`config.mk`:
```
export PLATFORM = sky130hd
export DESIGN_NAME = bp_update_ctrl
export DESIGN_NICKNAME = d
export VERILOG_FILES = /design/src/rtl/bp_update_ctrl.sv
export SDC_FILE = /design/constraint.sdc
export NUM_CORES = 1
export LEC_CHECK = 0
export ABC_AREA = 1
export CAP_MARGIN = 15
export CORE_MARGIN = 2
export CORE_UTILIZATION = 55
export CTS_BUF_LIST = sky130_fd_sc_hd__clkbuf_8
export CTS_CLUSTER_DIAMETER = 50
export DETAILED_ROUTE_END_ITERATION = 7
export PLACE_DENSITY = 0.79
export SKIP_CTS_REPAIR_TIMING = 1
export SYNTH_ARGS = -nofsm -noshare
export SYNTH_HDL_FRONTEND = slang
export SYNTH_SLANG_ARGS = --single-unit
```
`constraint.sdc`:
```
create_clock -name clk -period 8.6 [get_ports clk]
set_clock_uncertainty 0.2 [all_clocks]
set_input_delay 1.29 -clock clk [delete_from_list [all_inputs] [get_ports clk]]
set_output_delay 1.29 -clock clk [all_outputs]
set_load 0.02 [all_outputs]
```
`src/rtl/bp_update_ctrl.sv`:
```
// bp_update_ctrl
// Owns the single write port of a branch-predictor pattern table made of
// CTR_W-bit saturating counters held in a synchronous-read RAM.
//
// After reset, or when init_req is pulsed, it sweeps the whole table and
// writes INIT_VAL to every entry. Otherwise it queues resolved-branch updates
// from EX in a small FIFO. Each update then passes through a 2-stage
// read-modify-write pipeline:
//   S1 pops the FIFO head and issues the table read.
//   S2 bumps the counter and writes it back.
// When two back-to-back updates hit the same index, S2 forwards the value it
// wrote in the previous cycle.
//
// Ports
//   clk, reset    clock, synchronous active-high reset
//   init_req      one-cycle pulse, restart the full-table clear sweep
//   upd_valid     resolved branch update present
//   upd_idx       table index of the resolved branch
//   upd_taken     actual branch outcome
//   upd_ready     update accepted when upd_valid && upd_ready
//   tbl_re        table read enable
//   tbl_raddr     table read address (data arrives next cycle)
//   tbl_rdata     table read data (old data on same-cycle write collision)
//   tbl_we        table write enable
//   tbl_waddr     table write address
//   tbl_wdata     table write data
//   pred_en       table contents valid for lookups
//   busy          sweep running, FIFO non-empty, or S2 occupied
//   drop_cnt      saturating count of discarded updates
module bp_update_ctrl #(
  parameter int               IDX_W    = 8,
  parameter int               CTR_W    = 2,
  parameter logic [CTR_W-1:0] INIT_VAL = 2'b01,
  parameter int               QDEPTH   = 4
) (
  input  logic             clk,
  input  logic             reset,
  input  logic             init_req,
  input  logic             upd_valid,
  input  logic [IDX_W-1:0] upd_idx,
  input  logic             upd_taken,
  output logic             upd_ready,
  output logic             tbl_re,
  output logic [IDX_W-1:0] tbl_raddr,
  input  logic [CTR_W-1:0] tbl_rdata,
  output logic             tbl_we,
  output logic [IDX_W-1:0] tbl_waddr,
  output logic [CTR_W-1:0] tbl_wdata,
  output logic             pred_en,
  output logic             busy,
  output logic [7:0]       drop_cnt
);

  localparam int PTR_W = (QDEPTH > 1) ? $clog2(QDEPTH) : 1;
  localparam int CNT_W = PTR_W + 1;
  localparam logic [CTR_W-1:0] CTR_MAX  = {CTR_W{1'b1}};
  localparam logic [IDX_W-1:0] IDX_LAST = {IDX_W{1'b1}};

  typedef enum logic {INIT, RUN} state_e;

  state_e           state_q, state_d;
  logic [IDX_W-1:0] ptr_q, ptr_d;

  logic [IDX_W-1:0] fifoIdx_q [QDEPTH];
  logic             fifoTaken_q [QDEPTH];
  logic [PTR_W-1:0] wrPtr_q, wrPtr_d;
  logic [PTR_W-1:0] rdPtr_q, rdPtr_d;
  logic [CNT_W-1:0] cnt_q, cnt_d;

  logic             s2Valid_q, s2Valid_d;
  logic [IDX_W-1:0] s2Idx_q, s2Idx_d;
  logic             s2Taken_q, s2Taken_d;

  logic             prevWe_q;
  logic [IDX_W-1:0] prevWaddr_q;
  logic [CTR_W-1:0] prevWdata_q;

  logic [7:0]       dropCnt_q, dropCnt_d;

  logic             fifoFull, fifoEmpty, push, pop;
  logic [CTR_W-1:0] oldVal, newVal;
  logic [15:0]      dropAdd, dropSum;

  assign fifoFull  = (cnt_q == CNT_W'(QDEPTH));
  assign fifoEmpty = (cnt_q == '0);

  // S2 counter update. A read issued in the same cycle as a write to the
  // same index returns the old value. In that case the value written last
  // cycle is the true current one, so it overrides tbl_rdata.
  always_comb begin
    oldVal = tbl_rdata;
    if (prevWe_q && (prevWaddr_q == s2Idx_q)) begin
      oldVal = prevWdata_q;
    end
    newVal = oldVal;
    if (s2Taken_q) begin
      if (oldVal != CTR_MAX) newVal = oldVal + CTR_W'(1);
    end else begin
      if (oldVal != '0) newVal = oldVal - CTR_W'(1);
    end
  end

  // Next-state and output logic.
  // An init_req seen in RUN flushes everything in flight (FIFO, S2, and
  // the concurrent update) and suppresses this cycle's S2 write.
  always_comb begin
    state_d   = state_q;
    ptr_d     = ptr_q;
    wrPtr_d   = wrPtr_q;
    rdPtr_d   = rdPtr_q;
    cnt_d     = cnt_q;
    s2Valid_d = 1'b0;
    s2Idx_d   = s2Idx_q;
    s2Taken_d = s2Taken_q;
    push      = 1'b0;
    pop       = 1'b0;
    dropAdd   = '0;
    upd_ready = 1'b0;
    tbl_re    = 1'b0;
    tbl_raddr = fifoIdx_q[rdPtr_q];
    tbl_we    = 1'b0;
    tbl_waddr = s2Idx_q;
    tbl_wdata = newVal;

    case (state_q)
      INIT: begin
        tbl_we    = 1'b1;
        tbl_waddr = ptr_q;
        tbl_wdata = INIT_VAL;
        upd_ready = 1'b1;
        dropAdd   = 16'(upd_valid);
        if (init_req) begin
          ptr_d = '0;
        end else if (ptr_q == IDX_LAST) begin
          ptr_d   = '0;
          state_d = RUN;
        end else begin
          ptr_d = ptr_q + IDX_W'(1);
        end
      end
      RUN: begin
        upd_ready = !fifoFull;
        if (init_req) begin
          state_d = INIT;
          ptr_d   = '0;
          wrPtr_d = '0;
          rdPtr_d = '0;
          cnt_d   = '0;
          dropAdd = 16'(cnt_q) + 16'(s2Valid_q) + 16'(upd_valid && !fifoFull);
        end else begin
          push      = upd_valid && !fifoFull;
          pop       = !fifoEmpty;
          tbl_re    = pop;
          s2Valid_d = pop;
          if (pop) begin
            s2Idx_d   = fifoIdx_q[rdPtr_q];
            s2Taken_d = fifoTaken_q[rdPtr_q];
            rdPtr_d   = rdPtr_q + PTR_W'(1);
          end
          if (push) wrPtr_d = wrPtr_q + PTR_W'(1);
          cnt_d  = cnt_q + CNT_W'(push) - CNT_W'(pop);
          tbl_we = s2Valid_q;
        end
      end
      default: state_d = INIT;
    endcase

    dropSum   = 16'(dropCnt_q) + dropAdd;
    dropCnt_d = (dropSum > 16'd255) ? 8'hFF : dropSum[7:0];

    // Keep the table port and handshake quiet while reset is held.
    if (reset) begin
      upd_ready = 1'b0;
      tbl_re    = 1'b0;
      tbl_we    = 1'b0;
    end
  end

  // State registers. The last write is also registered here so that S2 can
  // forward it in the following cycle.
  always_ff @(posedge clk) begin
    if (reset) begin
      state_q     <= INIT;
      ptr_q       <= '0;
      wrPtr_q     <= '0;
      rdPtr_q     <= '0;
      cnt_q       <= '0;
      s2Valid_q   <= 1'b0;
      s2Idx_q     <= '0;
      s2Taken_q   <= 1'b0;
      prevWe_q    <= 1'b0;
      prevWaddr_q <= '0;
      prevWdata_q <= '0;
      dropCnt_q   <= '0;
    end else begin
      state_q     <= state_d;
      ptr_q       <= ptr_d;
      wrPtr_q     <= wrPtr_d;
      rdPtr_q     <= rdPtr_d;
      cnt_q       <= cnt_d;
      s2Valid_q   <= s2Valid_d;
      s2Idx_q     <= s2Idx_d;
      s2Taken_q   <= s2Taken_d;
      prevWe_q    <= tbl_we;
      prevWaddr_q <= tbl_waddr;
      prevWdata_q <= tbl_wdata;
      dropCnt_q   <= dropCnt_d;
    end
  end

  // FIFO storage. It is never reset: the count and pointers alone decide
  // which entries are live.
  always_ff @(posedge clk) begin
    if (push) begin
      fifoIdx_q[wrPtr_q]   <= upd_idx;
      fifoTaken_q[wrPtr_q] <= upd_taken;
    end
  end

  assign pred_en  = (state_q == RUN);
  assign busy     = (state_q == INIT) || !fifoEmpty || s2Valid_q;
  assign drop_cnt = dropCnt_q;

endmodule

```
## After elaboration in Yosys (flattened, before gate mapping)

Memory sizes are Yosys's and may differ from the RTL's. A register that Yosys moved wholly into a read port is not among the register bits.
Index checks and enable logic that the tools add are counted.

- Eq/ne operators: 6
- Reduce and logical (&&, ||, !) cells: 12
- $add $sub $neg: 10
- Magnitude comparators: 1
- Mux-type cells: 36
- Bitwise operators: 3

Operators by type and width:

| kind | number |
|---|---|
| $mux 8 | 5 |
| $pmux 16 s2 | 1 |
| $mux 2 | 11 |
| $add 8x16->16 | 1 |
| $gt 16x8->1 const B | 1 |
| $pmux 8 s2 | 1 |
| $mux 1 | 13 |
| $add 8x1->8 const B | 1 |
| $eq 8x8->1 | 1 |
| $eq 8x8->1 const B | 1 |
| $add 2x1->2 const B | 3 |
| $ne 2x2->1 const B | 3 |
| $pmux 1 s2 | 3 |
| $add 4x1->5 | 1 |
| $mux 5 | 1 |
| $add 3x1->4 | 1 |
| $reduce_and 2->1 | 2 |
| $reduce_bool 2->1 | 2 |
| $add 3x1->3 | 1 |
| $eq 3x3->1 const B | 1 |
| $logic_not 3->1 | 1 |
| $mux 3 | 1 |
| $not 1->1 | 3 |
| $reduce_and 3->1 | 1 |
| 5 further kinds | 8 |

- Output and inout bits: 31
- Word-level logic and storage cells: 81
- Bits in writable memories: 36
- Memories kept: 2
- Register bits after elaboration: 44

Memories:

| memory | words | width | rd ports | clocked after memory_dff | write ports | line | source |
|---|---|---|---|---|---|---|---|
| fifoIdx_q | 4 | 8 | 1 | 1 | 1 | 64 | `logic [IDX_W-1:0] fifoIdx_q [QDEPTH];` |
| fifoTaken_q | 4 | 1 | 1 | 1 | 1 | 65 | `logic fifoTaken_q [QDEPTH];` |

## Depth between registers and ports, before layout

Gate-level depths: netlist of run 1.

- Depth after elaboration: 9
- Depth in mapped cells: 19

## Worst setup path after synthesis of run 1

Ideal clock, no wire load.

- Path type: input to output
- Start point: in reset
- End point: out tbl_we
- Arrival: 2.203 ns
- Path buffers: 2
- Cell stages on the path: 3
- Data required time: 7.110 ns
- Setup slack: 4.907 ns
- Cell sequence: clkbuf_1 clkbuf_1 a211oi_1

- Longest elaborated chain between the ends: 1

Ends and longest elaborated chain:

| element | line | source |
|---|---|---|
| from (decl) | 37 | `input logic reset,` |
| $mux 1 | 172 | `if (reset) begin` |
| to (decl) | 46 | `output logic tbl_we,` |

No other way between the ends.

## Final worst setup path of run 1

- Start point: in init_req
- End point: out tbl_re

- Longest elaborated chain between the ends: 3

Ends and longest elaborated chain:

| element | line | source |
|---|---|---|
| from (decl) | 38 | `input logic init_req,` |
| $mux 1 | -- |  |
| $mux 1 | 125 | `case (state_q)` |
| $mux 1 | 172 |  |
| to (decl) | 43 | `output logic tbl_re,` |

No other way between the ends.

==> results.py, run 1 <==
metrics = {
    "setup_path": {
        "cp_cell_sequence": "clkdlybuf4s50_1, nor2_8, nand2_2, nor2_1, clkdlybuf4s50_1",
        "r2r-start": "cnt_q[1]$_SDFFE_PP0P_",
        "critPathArrivalTime_ns": 3.24,
        "r2r_slack_ns": 5.38,
        "cp_num_buf_inv": 2,
        "path_max_fanout": 20,
        "start_kind": "input pin",
        "max_stage_delay_ns": 0.64,
        "worstSetupPathType": "in2out",
        "reg2reg_depth": 19,
        "crit_slowest_cell": "clkdlybuf4s50_1",
        "critPathTopFamily": "buffers and inverters",
        "end_kind": "primary output",
        "critPathRequiredTime_ns": 7.11,
        "cpMostUsedCell": "clkdlybuf4s50_1",
        "timing.rr.end": "drop_cnt[5]$_SDFF_PP0_",
    },
    "logic_synthesis": {
        "synthArstFlopShare_pct": 0,
        "syn-num-nets": 476,
        "ys_seq_elements": 83,
        "syn_avg_cell_area_um2": 8.598,
        "ys_warn_count": 0,
        "syn_area_um2": 3835,
        "yosysSeqAreaShare_pct": 52.72,
        "ys.flop_type": "dfxtp_1",
        "synth_edf_count": 36,
        "synth_cell_type_count": 37,
        "syn_inst": 446,
    },
    "cts": {
        "clk_latency_ns": 0.37,
        "cts_tree": "done",
        "ctsHtreeMaxLevel": 3,
        "root_buffer": "clkbuf_8",
        "cts_inserted_buffers": 9,
        "clk_pin_slew_ns": 0.08,
        "cts_sinks": 83,
        "clockBufferDepth": 2,
    },
    "die": {
        "dieHeight_um": 87.50,
        "fp.coreArea_um2": 6756,
        "start_util_pct": 56.76,
        "die_area_um2": 7656,
        "die_w_um": 87.50,
        "boundaryPins": 46,
        "rows": 30,
    },
    "sta": {
        "max_freq_mhz": 211.2,
        "setup_slack_ns": 3.866,
        "worst_pin_slew_ns": 0.8800,
        "final.period_utilization_pct": 55.05,
        "period_needed_ns": 4.734,
        "hold_viol_final": 0,
        "maxSlewViolCount": 0,
        "fin_tns_setup_ns": 0,
        "setup_violations": 0,
        "hold_slack_ns": 0.3059,
        "slew_headroom_pct": 41.12,
        "rsz0062_at_grt": "false",
    },
    "finish": {
        "regArea_um2": 2022,
        "n_antenna_cell": 0,
        "final_core_util_pct": 67.52,
        "fin_nets": 521,
        "num-fill-cells": 530,
        "mostFrequentLayoutCells": "92 x nand2_1, 65 x inv_1, 47 x dfxtp_1",
        "multi_input_area_um2": 1500,
        "area.growth.synth_to_final_pct": 18.96,
        "layout_commonest_cell": "nand2_1",
        "drive_gt1_share_pct": 6.452,
    },
    "power_and_ir_drop": {
        "power_mw": 0.7715,
        "ir_drop_uv": 159.5,
        "p_leak_nw": 1.885,
        "power.density_nw_per_um2": 169.1,
    },
    "detailed_routing": {
        "wire_per_inst_um": 13.91,
        "drc_errors": 0,
        "postRouteWirelength_um": 8014,
        "initialDrtViolationCount": 179,
        "vias_per_cell": 5.311,
        "drtAntennaViolNets": 0,
        "drt_pass1_iterations": 5,
        "vias": 3059,
    },
    "global_route": {
        "grt_pass1_wl_um": 13200,
        "grt_max_degree": 43,
        "grtUsageTotal_pct": 22.39,
        "first_global_vias": 2899,
        "gr-total-overflow": 0,
        "grt_antenna_before_repair": 0,
    },
    "placement": {
        "dp.final_hpwl_um": 5602,
        "post-place-ws_ns": 3.877,
        "place.gp.congestion": 0.8481,
        "portBuffers": 45,
    },
    "min_path": {
        "hold_start": "drop_cnt[4]$_SDFF_PP0_",
        "hold_end": "drop_cnt[4]$_SDFF_PP0_",
        "hold_path_class": "reg2reg",
        "hold_path_depth": 2,
    },
    "run": {
        "drv_cap": 0,
    },
    "status": {
        "outcome": "finished, final reports clean",
    },
}
## per-layer routing
| layer | vias up | GRT usage (%) | part of all wire, % |
|---|---|---|---|
| met1 | 1405 | 28.64 | 45 |
| met4 | 0 | 8.531 | 1.6 |
| met5 | - | 0 | 0 |
| met2 | 77 | 38.15 | 49 |
| li1 | 1565 | - | - |
| met3 | 12 | 3.697 | 4.0 |
## power by group
part           internal (mW)  switching, mW
Clock                  0.168          0.153
Combinational         0.0159         0.0200
Sequential             0.413        0.00208
## synth_stat cells, types with 4 or more instances
master	n	area share, %
o21ai_0	35	4.6
dfxtp_1	47	25
xor2_1	4	0.91
inv_1	65	6.4
ha_1	13	4.2
clkbuf_1	7	0.69
nand2_1	92	9.0
edfxtp_1	36	28
a211oi_1	7	1.4
nand3_1	11	1.4
nor2_1	45	4.4
o22ai_1	8	1.3
a21oi_1	41	5.4
## cell families (layout without fill, tap and decap cells)
| logic type | count (synthesis) | after routing | synth area share [%] |
|---|---|---|---|
| buf+inv | 80 | 130 | 8.156 |
| compound gates | 101 | 101 | 14.65 |
| simple gates | 161 | 161 | 17.81 |
| flops | 83 | 83 | 52.72 |
| fa+ha+maj | 15 | 15 | 5.286 |
| xor+xnor | 6 | 6 | 1.370 |
## through the flow
step / instances / cell area (um^2)
detailed placement: 560 / 4335
global placement: 560 / 4335
CTS: 576 / 4562
global route: 576 / 4562
finish: 576 / 4562
floorplan: 446 / 3835
## worst max path at each step
stage / start / endpoint / slack [ns] / cells after the start
finish: init_req / tbl_re / 3.87 / 5
CTS: init_req / tbl_re / 3.87 / 5
global placement: init_req / tbl_re / 3.92 / 5
detailed placement: init_req / tbl_re / 3.88 / 5
global route: init_req / tbl_re / 3.73 / 5
floorplan: reset / tbl_we / 4.91 / 3
## worst min-delay path, cell delays in order (launching register included)
cell and delay, ns:
dfxtp_1 0.33, inv_1 0.07, a211oi_1 0.07
## sequential cells by signal, indices dropped and copies added, names as in the netlist, named ones only
register and cells:
cnt_q 3, s2Idx_q 8, fifoIdx_q 32, ptr_q 8
prevWaddr_q 8, s2Valid_q 1, drop_cnt 8, s2Taken_q 1
rdPtr_q 2, prevWe_q 1, pred_en 1, prevWdata_q 2
fifoTaken_q 4, wrPtr_q 2
## layout make-up
cell class | instances | share of cell area [%]
sequential | 83 | 44.32
multi-input combinational | 283 | 32.89
timing repair buffer | 46 | 10.04
inverter | 68 | 5.595
clock buffer | 9 | 2.715
clock inverter | 7 | 2.249
tap | 80 | 2.194
No activity file was read; power rests on OpenSTA's default activity.
==> run 2: changes to the inputs <==
--- a/config.mk
+++ b/config.mk
@@ -8,11 +8,11 @@
 export ABC_AREA = 1
 export CAP_MARGIN = 15
 export CORE_MARGIN = 2
-export CORE_UTILIZATION = 55
+export CORE_UTILIZATION = 52
 export CTS_BUF_LIST = sky130_fd_sc_hd__clkbuf_8
 export CTS_CLUSTER_DIAMETER = 50
 export DETAILED_ROUTE_END_ITERATION = 7
-export PLACE_DENSITY = 0.79
+export PLACE_DENSITY = 0.78
 export SKIP_CTS_REPAIR_TIMING = 1
 export SYNTH_ARGS = -nofsm -noshare
 export SYNTH_HDL_FRONTEND = slang
==> constraint.sdc (replaced) <==
create_clock -name clk -period 4.2 [get_ports clk]
set_clock_uncertainty 0.2 [all_clocks]
set_input_delay 0.63 -clock clk [delete_from_list [all_inputs] [get_ports clk]]
set_output_delay 0.63 -clock clk [all_outputs]
set_load 0.02 [all_outputs]
==> run 2 against run 1 <==
Via count about the same. Die area increased by 5.5%. Critical path type is now reg2out. Core utilization decreased by 3.9 points. Register-to-register slack got worse by 4.4 ns. Non-clock buffer count increased by 5.
==> results.py, run 2 (synthesized netlist as in run 1, its figures left out) <==
metrics = {
    "status": {
        "outcome": "finished, final reports clean",
    },
    "setup_path": {
        "timing.rr.end": "drop_cnt[5]$_SDFF_PP0_",
        "worstSetupPathType": "reg2out",
        "crit_end": "tbl_re",
        "critPathArrivalTime_ns": 2.83,
        "critPathRequiredTime_ns": 3.37,
        "start_kind": "register",
        "r2r-start": "cnt_q[1]$_SDFFE_PP0P_",
        "reg2reg_depth": 19,
        "setup.worst_path.start": "pred_en$_SDFF_PP0_",
        "path_max_fanout": 20,
        "r2r_slack_ns": 1.01,
        "end_kind": "primary output",
    },
    "sta": {
        "rsz0062_at_grt": "false",
        "fin_tns_setup_ns": 0,
        "maxSlewViolCount": 0,
        "max_freq_mhz": 273.0,
        "hold_slack_ns": 0.3097,
        "period_needed_ns": 3.664,
        "hold_viol_final": 0,
        "slew_headroom_pct": 56.48,
        "final.period_utilization_pct": 87.23,
        "setup_violations": 0,
        "worst_pin_slew_ns": 0.6519,
    },
    "detailed_routing": {
        "drtAntennaViolNets": 0,
        "initialDrtViolationCount": 156,
        "wire_per_inst_um": 13.15,
        "vias_per_cell": 5.100,
        "top_layer_used": "met4",
        "met3_length_um": 322,
        "postRouteWirelength_um": 7892,
        "drc_errors": 0,
        "vias": 3060,
        "drt_pass1_iterations": 4,
        "wl_met2_um": 3860,
        "met1Wirelength_um": 3563,
    },
    "power_and_ir_drop": {
        "p_leak_nw": 1.902,
        "power.density_nw_per_um2": 325.9,
        "ir_drop_uv": 231.6,
    },
    "die": {
        "dieHeight_um": 89.88,
        "die_area_um2": 8078,
        "start_util_pct": 53.16,
        "boundaryPins": 46,
        "rows": 31,
        "die_w_um": 89.88,
        "fp.coreArea_um2": 7214,
    },
    "finish": {
        "regArea_um2": 2022,
        "fin_nets": 526,
        "largest_register_ffs": 32,
        "mostFrequentLayoutCells": "92 x nand2_1, 65 x inv_1, 47 x dfxtp_1",
        "regMostFlops": "fifoIdx_q",
        "area.growth.synth_to_final_pct": 19.74,
        "drive_gt1_share_pct": 7.385,
        "num-fill-cells": 622,
        "n_antenna_cell": 0,
        "multi_input_area_um2": 1500,
        "layout_commonest_cell": "nand2_1",
    },
    "global_route": {
        "grtUsageTotal_pct": 20.35,
        "gr-total-overflow": 0,
        "grt_max_degree": 21,
        "grt_antenna_before_repair": 0,
        "first_global_vias": 2894,
        "grt_pass1_wl_um": 13180,
    },
    "cts": {
        "cts_sinks": 83,
        "ctsHtreeMaxLevel": 3,
        "clockBufferDepth": 2,
        "cts_tree": "done",
        "clk_latency_ns": 0.36,
        "cts_inserted_buffers": 9,
        "clk_pin_slew_ns": 0.10,
        "root_buffer": "clkbuf_8",
    },
    "min_path": {
        "hold_path_class": "reg2reg",
    },
    "placement": {
        "dp.final_hpwl_um": 5606,
        "portBuffers": 45,
        "place.gp.congestion": 0.8284,
    },
    "run": {
        "drv_cap": 0,
    },
}
run 2: cell types whose count changed in the layout (fill, tap and decap cells not counted), sizes merged:
cell,change
buf,+5
bufinv,-2
inv,+2
clkinv,+1
clkinvlp,-1
run 2: how the worst min path moves through the flow:
| stage | cells after the start | endpoint | from |
|---|---|---|---|
| after global routing | 2 | drop_cnt[4]$_SDFF_PP0_ | drop_cnt[4]$_SDFF_PP0_ |
| after CTS | 2 | ptr_q[1]$_SDFFE_PP0P_ | ptr_q[1]$_SDFFE_PP0P_ |
| final | 2 | prevWaddr_q[1]$_SDFF_PP0_ | s2Idx_q[1]$_SDFFE_PP0P_ |
| after detailed placement | 2 | prevWaddr_q[6]$_SDFF_PP0_ | s2Idx_q[6]$_SDFFE_PP0P_ |
| after global placement | 1 | wrPtr_q[0]$_SDFFE_PP0P_ | wrPtr_q[0]$_SDFFE_PP0P_ |
| after floorplan | 1 | wrPtr_q[0]$_SDFFE_PP0P_ | wrPtr_q[0]$_SDFFE_PP0P_ |
run 2: critical path, stage by stage, from the launching register on:
cell and delay [ns]:
dfxtp_1 0.75, inv_2 0.34, nor2_8 0.25, nand2_2 0.26, nor2_1 0.23, clkdlybuf4s50_1 0.63
run 2: final cells by class:
type                    instances  area share (%)
clock buffers                   9           2.698
multi-input cells             283           32.67
flip-flops and latches         83           44.03
inverters                      68           5.559
well taps                      99           2.698
repair buffers                 51           10.79
clock inverters                 7           1.553
run 2: stage by stage:
stage	total power, mW	utilization, %	instance area [um^2]	setup WS [ns]	instances
after floorplan	0.9071	-	3835	1.203	446
after CTS	1.505	63.65	4592	0.5238	600
after detailed placement	0.9423	60.94	4397	0.4607	584
after global placement	0.9403	60.94	4397	0.5888	584
final	1.496	63.65	4592	0.5364	600
after global routing	1.544	63.65	4592	0.3418	600
run 2: where the power goes:
group | leakage (nW) | total, mW | switching, mW | internal, mW
sequential | 0.704 | 0.849 | 0.00411 | 0.845
combinational | 1.10 | 0.0748 | 0.0415 | 0.0333
clock | 0.102 | 0.573 | 0.336 | 0.237
total | 1.90 | 1.50 | 0.382 | 1.11
run 2: per-layer routing:
| metal | track usage [%] | vias up |
|---|---|---|
| li1 | - | 1569 |
| met1 | 25.00 | 1409 |
| met2 | 35.35 | 69 |
| met3 | 3.604 | 13 |
| met4 | 8.718 | 0 |
| met5 | 0 | - |
==> run 3: changes to the inputs <==
--- a/config.mk
+++ b/config.mk
@@ -7,7 +7,6 @@
 export LEC_CHECK = 0
 export ABC_AREA = 1
 export CAP_MARGIN = 15
-export CORE_MARGIN = 2
 export CORE_UTILIZATION = 52
 export CTS_BUF_LIST = sky130_fd_sc_hd__clkbuf_8
 export CTS_CLUSTER_DIAMETER = 50
==> constraint.sdc (replaced) <==
create_clock -name clk -period 4.2 [get_ports clk]
set_clock_uncertainty 0.2 [all_clocks]
set_input_delay 0.84 -clock clk [delete_from_list [all_inputs] [get_ports clk]]
set_output_delay 0.84 -clock clk [all_outputs]
set_load 0.02 [all_outputs]
==> run 3 against run 2 <==
Final area increased by 0.25%. Clock-buffer cell count unchanged. Highest routed layer unchanged. Sequential cell count unchanged. Via count increased by 1.7%. Register-to-register slack got worse by 0.05 ns. Critical path type is now in2out. Hold slack got worse by 0.00084 ns. Clock power about the same. Critical endpoint is now tbl_we. Power about the same.
==> results.py, run 3 (synthesized netlist as in run 1, its figures left out) <==
metrics = {
    "detailed_routing": {
        "wire_per_inst_um": 13.69,
        "initialDrtViolationCount": 161,
        "vias_per_cell": 5.195,
        "drt_pass1_iterations": 4,
        "drc_errors": 0,
        "postRouteWirelength_um": 8201,
        "drtAntennaViolNets": 0,
        "vias": 3112,
    },
    "cts": {
        "cts_tree": "done",
        "root_buffer": "clkbuf_8",
        "cts_sinks": 83,
        "clockBufferDepth": 2,
        "clk_latency_ns": 0.37,
        "ctsHtreeMaxLevel": 3,
        "clk_pin_slew_ns": 0.09,
        "cts_inserted_buffers": 9,
    },
    "setup_path": {
        "critPathTopFamily": "buffers and inverters",
        "cp_cell_sequence": "clkdlybuf4s50_1, nand2_1, inv_1, a211oi_1, clkdlybuf4s50_1",
        "worstSetupPathType": "in2out",
        "end_kind": "primary output",
        "max_stage_delay_ns": 0.68,
        "cpMostUsedCell": "clkdlybuf4s50_1",
        "crit_slowest_cell": "clkdlybuf4s50_1",
        "critPathRequiredTime_ns": 3.16,
        "cp_num_buf_inv": 3,
        "path_max_fanout": 4,
        "start_kind": "input pin",
        "critPathArrivalTime_ns": 2.65,
    },
    "run": {
        "drv_cap": 0,
    },
    "finish": {
        "num-fill-cells": 548,
        "largest_register_ffs": 32,
        "area.growth.synth_to_final_pct": 20.03,
        "drive_gt1_share_pct": 7.753,
        "layout_commonest_cell": "nand2_1",
        "mostFrequentLayoutCells": "92 x nand2_1, 65 x inv_1, 47 x dfxtp_1",
        "fin_nets": 528,
        "regMostFlops": "fifoIdx_q",
        "stdcell_area_um2": 4603,
        "n_antenna_cell": 0,
    },
    "min_path": {
        "hold_path_class": "reg2reg",
    },
    "sta": {
        "hold_viol_final": 0,
        "setup_violations": 0,
        "period_needed_ns": 3.689,
        "maxSlewViolCount": 0,
        "final.period_utilization_pct": 87.84,
        "hold_slack_ns": 0.3088,
        "slew_headroom_pct": 56.67,
        "rsz0062_at_grt": "false",
        "worst_pin_slew_ns": 0.6491,
        "max_freq_mhz": 271.1,
        "fin_tns_setup_ns": 0,
    },
    "die": {
        "die_w_um": 87.88,
        "start_util_pct": 55.23,
        "die_area_um2": 7722,
        "boundaryPins": 46,
        "rows": 30,
        "dieHeight_um": 87.88,
        "fp.coreArea_um2": 6944,
    },
    "power_and_ir_drop": {
        "power.density_nw_per_um2": 325.1,
        "ir_drop_uv": 240.0,
        "p_leak_nw": 1.911,
    },
    "global_route": {
        "grt_max_degree": 30,
        "grt_antenna_before_repair": 0,
        "grtUsageTotal_pct": 22.53,
        "grt_pass1_wl_um": 13140,
        "gr-total-overflow": 0,
        "first_global_vias": 2859,
    },
    "status": {
        "outcome": "finished, final reports clean",
    },
    "placement": {
        "place.gp.congestion": 0.8607,
        "dp.final_hpwl_um": 5722,
        "portBuffers": 45,
        "dpl_cell_area_um2": 4408,
    },
}
==> run 3: worst min-delay path: stages, from the launching register on <==
cell	delay [ns]
dfxtp_1	0.35
nand2_1	0.07
a21oi_1	0.05
==> run 3: routing by layer <==
layer  track usage [%]  vias up  wire, um
li1                  -     1569         -
met1             27.32     1460      3610
met2             39.68       72      4107
met3             4.147       11       370
met4             8.793        0       112
met5                 0        -         0
==> run 3: report_power, final <==
| group | internal, mW | switching (mW) |
|---|---|---|
| registers | 0.845 | 0.00420 |
| logic | 0.0337 | 0.0418 |
| clock network | 0.237 | 0.335 |
| total | 1.12 | 0.381 |
==> run 3: area by class of cell <==
| class | count | area (um^2) | area share [%] |
|---|---|---|---|
| repair buffers | 53 | 510.5 | 11.09 |
| clock buffers | 9 | 123.9 | 2.691 |
| flip-flops and latches | 83 | 2022 | 43.93 |
| multi-input cells | 283 | 1500 | 32.59 |
| clock inverters | 7 | 71.32 | 1.549 |
| inverters | 68 | 255.2 | 5.545 |
| well taps | 96 | 120.1 | 2.609 |
==> run 3: worst paths after layout <==
| check | start | to | slack [ns] | cells after the start |
|---|---|---|---|---|
| hold reg to reg | ptr_q[1]$_SDFFE_PP0P_ | ptr_q[1]$_SDFFE_PP0P_ | 0.31 | 2 |
| setup / recovery | init_req | tbl_we | 0.51 | 5 |
| setup reg to reg | cnt_q[1]$_SDFFE_PP0P_ | drop_cnt[5]$_SDFF_PP0_ | 0.96 | 19 |
| hold / removal | ptr_q[1]$_SDFFE_PP0P_ | ptr_q[1]$_SDFFE_PP0P_ | 0.31 | 2 |
==> run 3: stage by stage <==
step	setup WS, ns	util, %	total power, mW	cells
final	0.5109	66.29	1.496	599
after global routing	0.3529	66.29	1.539	599
after CTS	0.5675	66.29	1.502	599
after detailed placement	0.2518	63.48	0.9427	583
after global placement	0.3668	63.48	0.9407	583
after floorplan	0.9929	-	0.9071	446
